`src/rtl/fifo_width_pkg.sv`:
```
// Shared types and lane helper for the wide/narrow FIFO width adapters.
// lane_select works on a word zero-extended to LANE_MAX_W so that every adapter can share it.
package fifo_width_pkg;

  typedef enum logic {IDLE, ACTIVE} state_e;

  localparam int unsigned LANE_MAX_W = 512;

  function automatic logic [LANE_MAX_W-1:0] lane_select(
    input logic [LANE_MAX_W-1:0] word,
    input int unsigned           idx,
    input int unsigned           lane_w
  );
    logic [LANE_MAX_W-1:0] mask;
    if (lane_w >= LANE_MAX_W) mask = '1;
    else                      mask = (LANE_MAX_W'(1) << lane_w) - LANE_MAX_W'(1);
    return (word >> (idx * lane_w)) & mask;
  endfunction

endpackage

```
`src/rtl/fwft_split_reader.sv`:
```
// Drains a wide FWFT FIFO word by word and replays each word as 2**WIDTH_RATIO_LOG2
// narrow valid/ready beats, LSB lane first, with no bubble between words.
module fwft_split_reader
  import fifo_width_pkg::*;
#(
  parameter  int unsigned RD_WIDTH_BYTES   = 4,
  parameter  int unsigned WIDTH_RATIO_LOG2 = 2,
  localparam int unsigned IN_WIDTH         = 8 * RD_WIDTH_BYTES,
  localparam int unsigned OUT_WIDTH        = IN_WIDTH >> WIDTH_RATIO_LOG2
) (
  input  logic                 clk,
  input  logic                 rst,
  input  logic                 fifo_empty,
  input  logic [IN_WIDTH-1:0]  fifo_rd_data,
  output logic                 fifo_rd_en,
  output logic                 out_valid,
  input  logic                 out_ready,
  output logic [OUT_WIDTH-1:0] out_data,
  output logic                 out_first,
  output logic                 out_last,
  input  logic                 flush,
  output logic                 busy
);

  localparam int unsigned RATIO  = 1 << WIDTH_RATIO_LOG2;
  // A ratio of 1 still needs a 1-bit counter; it simply never leaves zero.
  localparam int unsigned LANE_W = (WIDTH_RATIO_LOG2 > 0) ? WIDTH_RATIO_LOG2 : 1;
  localparam logic [LANE_W-1:0] LAST_LANE = LANE_W'(RATIO - 1);

  if ((OUT_WIDTH * RATIO != IN_WIDTH) || (OUT_WIDTH < 8) || (IN_WIDTH > LANE_MAX_W)) begin : g_param_err
    $error("fwft_split_reader: illegal width parameters");
  end

  state_e              r_state, w_state_nxt;
  logic [IN_WIDTH-1:0] r_hold,  w_hold_nxt;
  logic [LANE_W-1:0]   r_lane,  w_lane_nxt;

  logic w_active, w_beat_xfer, w_last_xfer, w_pop;

  assign w_active    = (r_state == ACTIVE);
  assign w_beat_xfer = w_active & out_ready;
  assign w_last_xfer = w_beat_xfer & (r_lane == LAST_LANE);
  // Reloading on the last accepted beat is what keeps consecutive words gap-free.
  assign w_pop       = !rst & !fifo_empty & !flush & (!w_active | w_last_xfer);

  assign fifo_rd_en = w_pop;
  assign out_valid  = w_active;
  assign busy       = w_active;
  assign out_first  = w_active & (r_lane == '0);
  assign out_last   = w_active & (r_lane == LAST_LANE);
  assign out_data   = OUT_WIDTH'(lane_select(LANE_MAX_W'(r_hold), int'(r_lane), OUT_WIDTH));

  always_comb begin
    w_state_nxt = r_state;
    w_hold_nxt  = r_hold;
    w_lane_nxt  = r_lane;
    if (flush) begin
      // Held word is dropped; a beat accepted this cycle has already left.
      w_state_nxt = IDLE;
      w_lane_nxt  = '0;
    end else if (w_pop) begin
      w_state_nxt = ACTIVE;
      w_hold_nxt  = fifo_rd_data;
      w_lane_nxt  = '0;
    end else if (w_last_xfer) begin
      w_state_nxt = IDLE;
    end else if (w_beat_xfer) begin
      w_lane_nxt  = r_lane + LANE_W'(1);
    end
  end

  always_ff @(posedge clk) begin
    if (rst) begin
      r_state <= IDLE;
      r_hold  <= '0;
      r_lane  <= '0;
    end else begin
      r_state <= w_state_nxt;
      r_hold  <= w_hold_nxt;
      r_lane  <= w_lane_nxt;
    end
  end

endmodule

```
`config.mk`:
```
export PLATFORM = sky130hd
export DESIGN_NAME = fwft_split_reader
export DESIGN_NICKNAME = d
export VERILOG_FILES = /design/src/rtl/fifo_width_pkg.sv /design/src/rtl/fwft_split_reader.sv
export SDC_FILE = /design/constraint.sdc
export NUM_CORES = 1
export LEC_CHECK = 0
export BUFFER_PORTS_ARGS = -buffer_cell sky130_fd_sc_hd__buf_2
export CAP_MARGIN = 40
export CORE_ASPECT_RATIO = 0.6
export CORE_MARGIN = 2
export CORE_UTILIZATION = 35
export DETAILED_ROUTE_END_ITERATION = 10
export PLACE_DENSITY = 0.66
export SLEW_MARGIN = 20
export SYNTH_ARGS = -nofsm -noshare
export SYNTH_HDL_FRONTEND = slang
export SYNTH_SLANG_ARGS = --single-unit
```
`constraint.sdc`:
```
create_clock -name clk -period 2.3 [get_ports clk]
set_input_delay 0.575 -clock clk [delete_from_list [all_inputs] [get_ports clk]]
set_output_delay 0.575 -clock clk [all_outputs]
set_load 0.005 [all_outputs]
```
# Yosys cells after proc, flatten, opt, wreduce, memory -nomap -nowiden
# Cells that the tools add are included.
[classes]
eq_ne = 1
add_sub_neg = 1
shifts = 1
n_reduce_logical = 10
bitwise = 10
mux = 2
[op_table]
columns = ["op", "n"]
rows = [
  ["right shift 32 x 5 -> 8 bit", 1],
  ["AND 1 bit", 7],
  ["zero test 1 bit", 4],
  ["AND reduction 2 bit", 2],
  ["OR reduction 3 bit", 1],
  ["adder 2 x 1 -> 2 bit (second input constant)", 1],
  ["== test 2 bit (second input constant)", 1],
  ["zero test 2 bit", 1],
  ["two-way mux 1 bit", 2],
  ["inverter 1 bit", 2],
  ["nonzero test 2 bit", 1],
  ["OR reduction 2 bit", 1],
  ["OR 1 bit", 1],
]
[totals]
ff_bits = 35
out_inout_bits = 13
wordCells = 28
in_bits = 37

# Longest topological paths before layout
[depth]
word_depth = 5
mapped_depth = 7
depth_no_buf = 4

# Worst setup path before layout
# No wires, ideal clock.
[synth_timing]
kind = "input to output"
startpoint = "input port fifo_empty"
endpoint = "output port fifo_rd_en"
arrival_ps = 1302
t_required_ps = 1725
n_path_buf = 2
stages = 4
path_slack_ps = 423
cell_sequence = "nor3_2 and2_4 buf_6 buf_6"
[synth_between]
elab_chain_len = 4
[synth_rtl]
columns = ["element", "line", "source"]
rows = [
  ["start: declaration", "fwft_split_reader.sv:13", "input logic fifo_empty,"],
  ["zero test 1 bit", "fwft_split_reader.sv:44", "assign w_pop = !rst & !fifo_empty & !flush & (!w_active | w_last_xfer);"],
  ["AND 1 bit (3 in series)", "fwft_split_reader.sv:44", ""],
  ["end: declaration", "fwft_split_reader.sv:15", "output logic fifo_rd_en,"],
]
# No other way between the ends.

# Final worst setup path
[layout_timing]
startpoint = "register r_lane[1]"
endpoint = "output port fifo_rd_en"
[layout_between]
elab_chain_len = 4
[layout_rtl]
columns = ["element", "line", "source"]
rows = [
  ["start: declaration", "fwft_split_reader.sv:36", "logic [LANE_W-1:0] r_lane, w_lane_nxt;"],
  ["start signal: assignment", "fwft_split_reader.sv:80", "r_lane <= w_lane_nxt;"],
  ["== test 2 bit", "fwft_split_reader.sv:42", "assign w_last_xfer = w_beat_xfer & (r_lane == LAST_LANE);"],
  ["AND 1 bit", "fwft_split_reader.sv:42", ""],
  ["OR 1 bit", "fwft_split_reader.sv:44", ""],
  ["AND 1 bit", "fwft_split_reader.sv:44", ""],
]
# No other way between the ends.

==> impl_metrics.csv <==
group,metric,value,unit
outcome,status,"finished, final reports clean",
worst_setup_path,crit_arrival,1.55,ns
clocking,cts_hold_buf,0,
routing,drc_errors,0,
worst_setup_path,crit_type,"flop to output port",
floorplan,die-height,57.4,µm
place,dp.cells,275,
timing,fmax,0.471,GHz
logic_synthesis,syn_nets,211,
logic_synthesis,yosysTopAreaCellShare,42.2,%
global_routing,grt_use_total,16.5,%
timing,period_share,92.3,%
timing,slew_violations,0,
global_routing,grt_pass1_wl,6700,µm
cells_and_area,layout.nets,258,
logic_synthesis,ys_seq_elements,35,
worst_setup_path,r2r_cells,5,
logic_synthesis,ys_top_cells_by_area,"dfxtp_1, o21ai_2, mux4_2, nand3_1, nand2_1",
logic_synthesis,synthDistinctLibCells,21,
worst_setup_path,setup.worst_path.start_class,"flop",
clocking,cts.sinks,35,
cells_and_area,n_antenna_cell,0,
clocking,cts.path.max_buffers,2,
routing,dr.pass1.iters,4,
floorplan,core,0.00456,mm²
logic_synthesis,ys_warn_count,0,
hold_path,hold_path_end,"r_hold[25]$_SDFFE_PP0P_",
cells_and_area,multi_input_area,848,µm²
clocking,post_cts_buffers,0,
place,numPortBuffers,49,
clocking,clk_pin_slew,0.07,ns
worst_setup_path,r2r-start,"r_lane[1]$_SDFFE_PP0P_",
clocking,htree_levels,2,
cells_and_area,nFillCells,466,
clocking,clockRootBuffer,"clkbuf_8",
routing,drt_iter0_drc,97,
hold_path,min_from,"r_hold[25]$_SDFFE_PP0P_",
place,gp_congestion,0.742,
routing,finalWirelength,4080,µm
timing,setup_viol,0,
global_routing,grt_start_max_net_pins,34,
clocking,post_cts_resized,0,
routing,drtAntennaViolNets,0,
logic_synthesis,synth_area_per_cell,9.66,µm²
timing,rsz0062_at_grt,"false",
global_routing,antenna_found_initial,0,
cells_and_area,area_delta_synth_final,22.3,%
worst_setup_path,crit_required,1.73,ns
logic_synthesis,syn_area,0.00166,mm²
power_and_ir_drop,vdd_drop_max,0.249,mV
worst_setup_path,end_kind,"output port",
cells_and_area,fin_util,44.5,%
global_routing,grt_overflow_total,0,
clocking,cts_tree,"done",
power_and_ir_drop,p_per_area,613,mW/mm²
timing,maxSlewHeadroom,76.6,%
floorplan,initial_utilization,36.4,%
cells_and_area,final_cell_count_no_fill,282,
cells_and_area,drive_gt1_share,47.0,%
cells_and_area,register_area,701,µm²
routing,routedWlPerCell,14.5,µm
timing,finClkSkew,0.00618,ns
logic_synthesis,synth-seq-area-share,42.2,%
routing,vias,1411,
worst_setup_path,crit_fanout,12,
worst_setup_path,timing.rr.end,"r_hold[3]$_SDFFE_PP0P_",
logic_synthesis,synth_top_cell_by_area,"dfxtp_1",
hold_path,hp-class,"flop to flop",
logic_synthesis,syn-instance-count,172,
floorplan,std_cell_rows,19,
timing,fin_crit,2.12,ns
floorplan,ioPinCount,50,
job,maxCapViolations,0,
place,place_hpwl,2890,µm
timing,timing.final.hold_violations,0,
global_routing,grt_pass1_vias,1344,
timing,tightest_slew,0.351,ns
timing,finalSetupTns,0,ns
floorplan,fp.dieW,93.0,µm
floorplan,dieArea,0.00533,mm²
routing,routed_via_density,5.00,
clocking,cts_buffers,5,
power_and_ir_drop,leakage,0.845,nW
worst_setup_path,reg2reg_slack,0.65,ns
clocking,clkLatencyLatePin,0.29,ns
hold_path,whs_path_depth,2,
state kept, by name (all words and copies together) (netlist names):
name    count
r_hold     32
busy        1
r_lane      2
cells in the mapped netlist:
| library cell | instances |
|---|---|
| dfxtp_1 | 35 |
| nand2_1 | 32 |
| nand3_1 | 32 |
| o21ai_2 | 29 |
| clkbuf_1 | 9 |
| mux4_2 | 8 |
| buf_6 | 5 |
| inv_1 | 3 |
| o21ai_0 | 3 |
| and2_1 | 2 |
| buf_2 | 2 |
| ha_1 | 2 |
| nor4_1 | 2 |
| a211oi_1 | 1 |
| a21bo_1 | 1 |
| and2_4 | 1 |
| buf_4 | 1 |
| mux2i_1 | 1 |
| nand3b_1 | 1 |
| nor3_2 | 1 |
| xnor2_1 | 1 |
how the worst max path moves through the flow:
stage / cells after the start / to / startpoint / slack (ns)
floorplan: 4 / fifo_rd_en / fifo_empty / 0.42
global placement: 4 / fifo_rd_en / rst / 0.43
detailed placement: 4 / fifo_rd_en / rst / 0.40
CTS: 4 / fifo_rd_en / r_lane[1]$_SDFFE_PP0P_ / 0.15
global route: 4 / fifo_rd_en / r_lane[1]$_SDFFE_PP0P_ / 0.06
finish: 4 / fifo_rd_en / r_lane[1]$_SDFFE_PP0P_ / 0.18
critical path, cell delays in order, from the launching register on:
cell,delay [ns]
dfxtp_1,0.47
ha_1,0.25
a21bo_1,0.14
and2_4,0.26
buf_2,0.15
logic make-up (layout without fill, tap and decap cells):
kind of cell,Yosys count,count (layout),share of synthesized area [%]
AND/OR/NAND/NOR,71,71,20.0
flip-flops,35,35,42.2
AO/OA/AOI/OAI,34,34,17.2
buffers and inverters,20,67,7.15
multiplexers,9,9,11.4
adder cells (fa/ha/maj),2,2,1.51
XOR/XNOR,1,1,0.527
power by group:
part	total, mW	internal (mW)	switching, mW	leakage, nW
Sequential	0.654	0.637	0.0172	0.286
Combinational	0.147	0.0692	0.0777	0.512
Clock	0.444	0.235	0.210	0.0470
stage by stage:
stage | cell area [µm²] | power (mW) | worst slack, ns | hold WS, ns
after floorplan | 1660 | 0.753 | 0.423 | 0.433
after global placement | 1940 | 0.812 | 0.431 | 0.444
after detailed placement | 1940 | 0.815 | 0.404 | 0.449
after CTS | 2030 | 1.26 | 0.150 | 0.458
after global routing | 2030 | 1.31 | 0.0631 | 0.476
final | 2030 | 1.25 | 0.178 | 0.458
layout make-up:
| type | instances | share of cell area [%] |
|---|---|---|
| Tap cell | 63 | 3.88 |
| Clock buffer | 6 | 4.06 |
| Timing Repair Buffer | 57 | 15.0 |
| Sequential cell | 35 | 34.5 |
| Clock inverter | 1 | 0.246 |
| Multi-Input combinational cell | 117 | 41.7 |
| Inverter | 3 | 0.554 |
per-layer routing:
metal,vias up,GRT usage (%),part of all wire (%)
li1,700,-,-
met2,47,20.2,38
met5,-,0,0
met3,7,6.47,9.5
met4,0,5.67,1.5
met1,657,25.6,51
layout by cell type (no fill, tap or decap), drive strengths merged:
cell type  count
inv            3
nand2         32
mux4           8
nand3         32
dfxtp         35
nor4           2
o21ai         32
a211oi         1
a21bo          1
clkbuf         6
clkinv         1
nor3           1
ha             2
mux2i          1
xnor2          1
nand3b         1
and2           3
buf           57
Note: power is estimated with default switching activity, not from simulation.
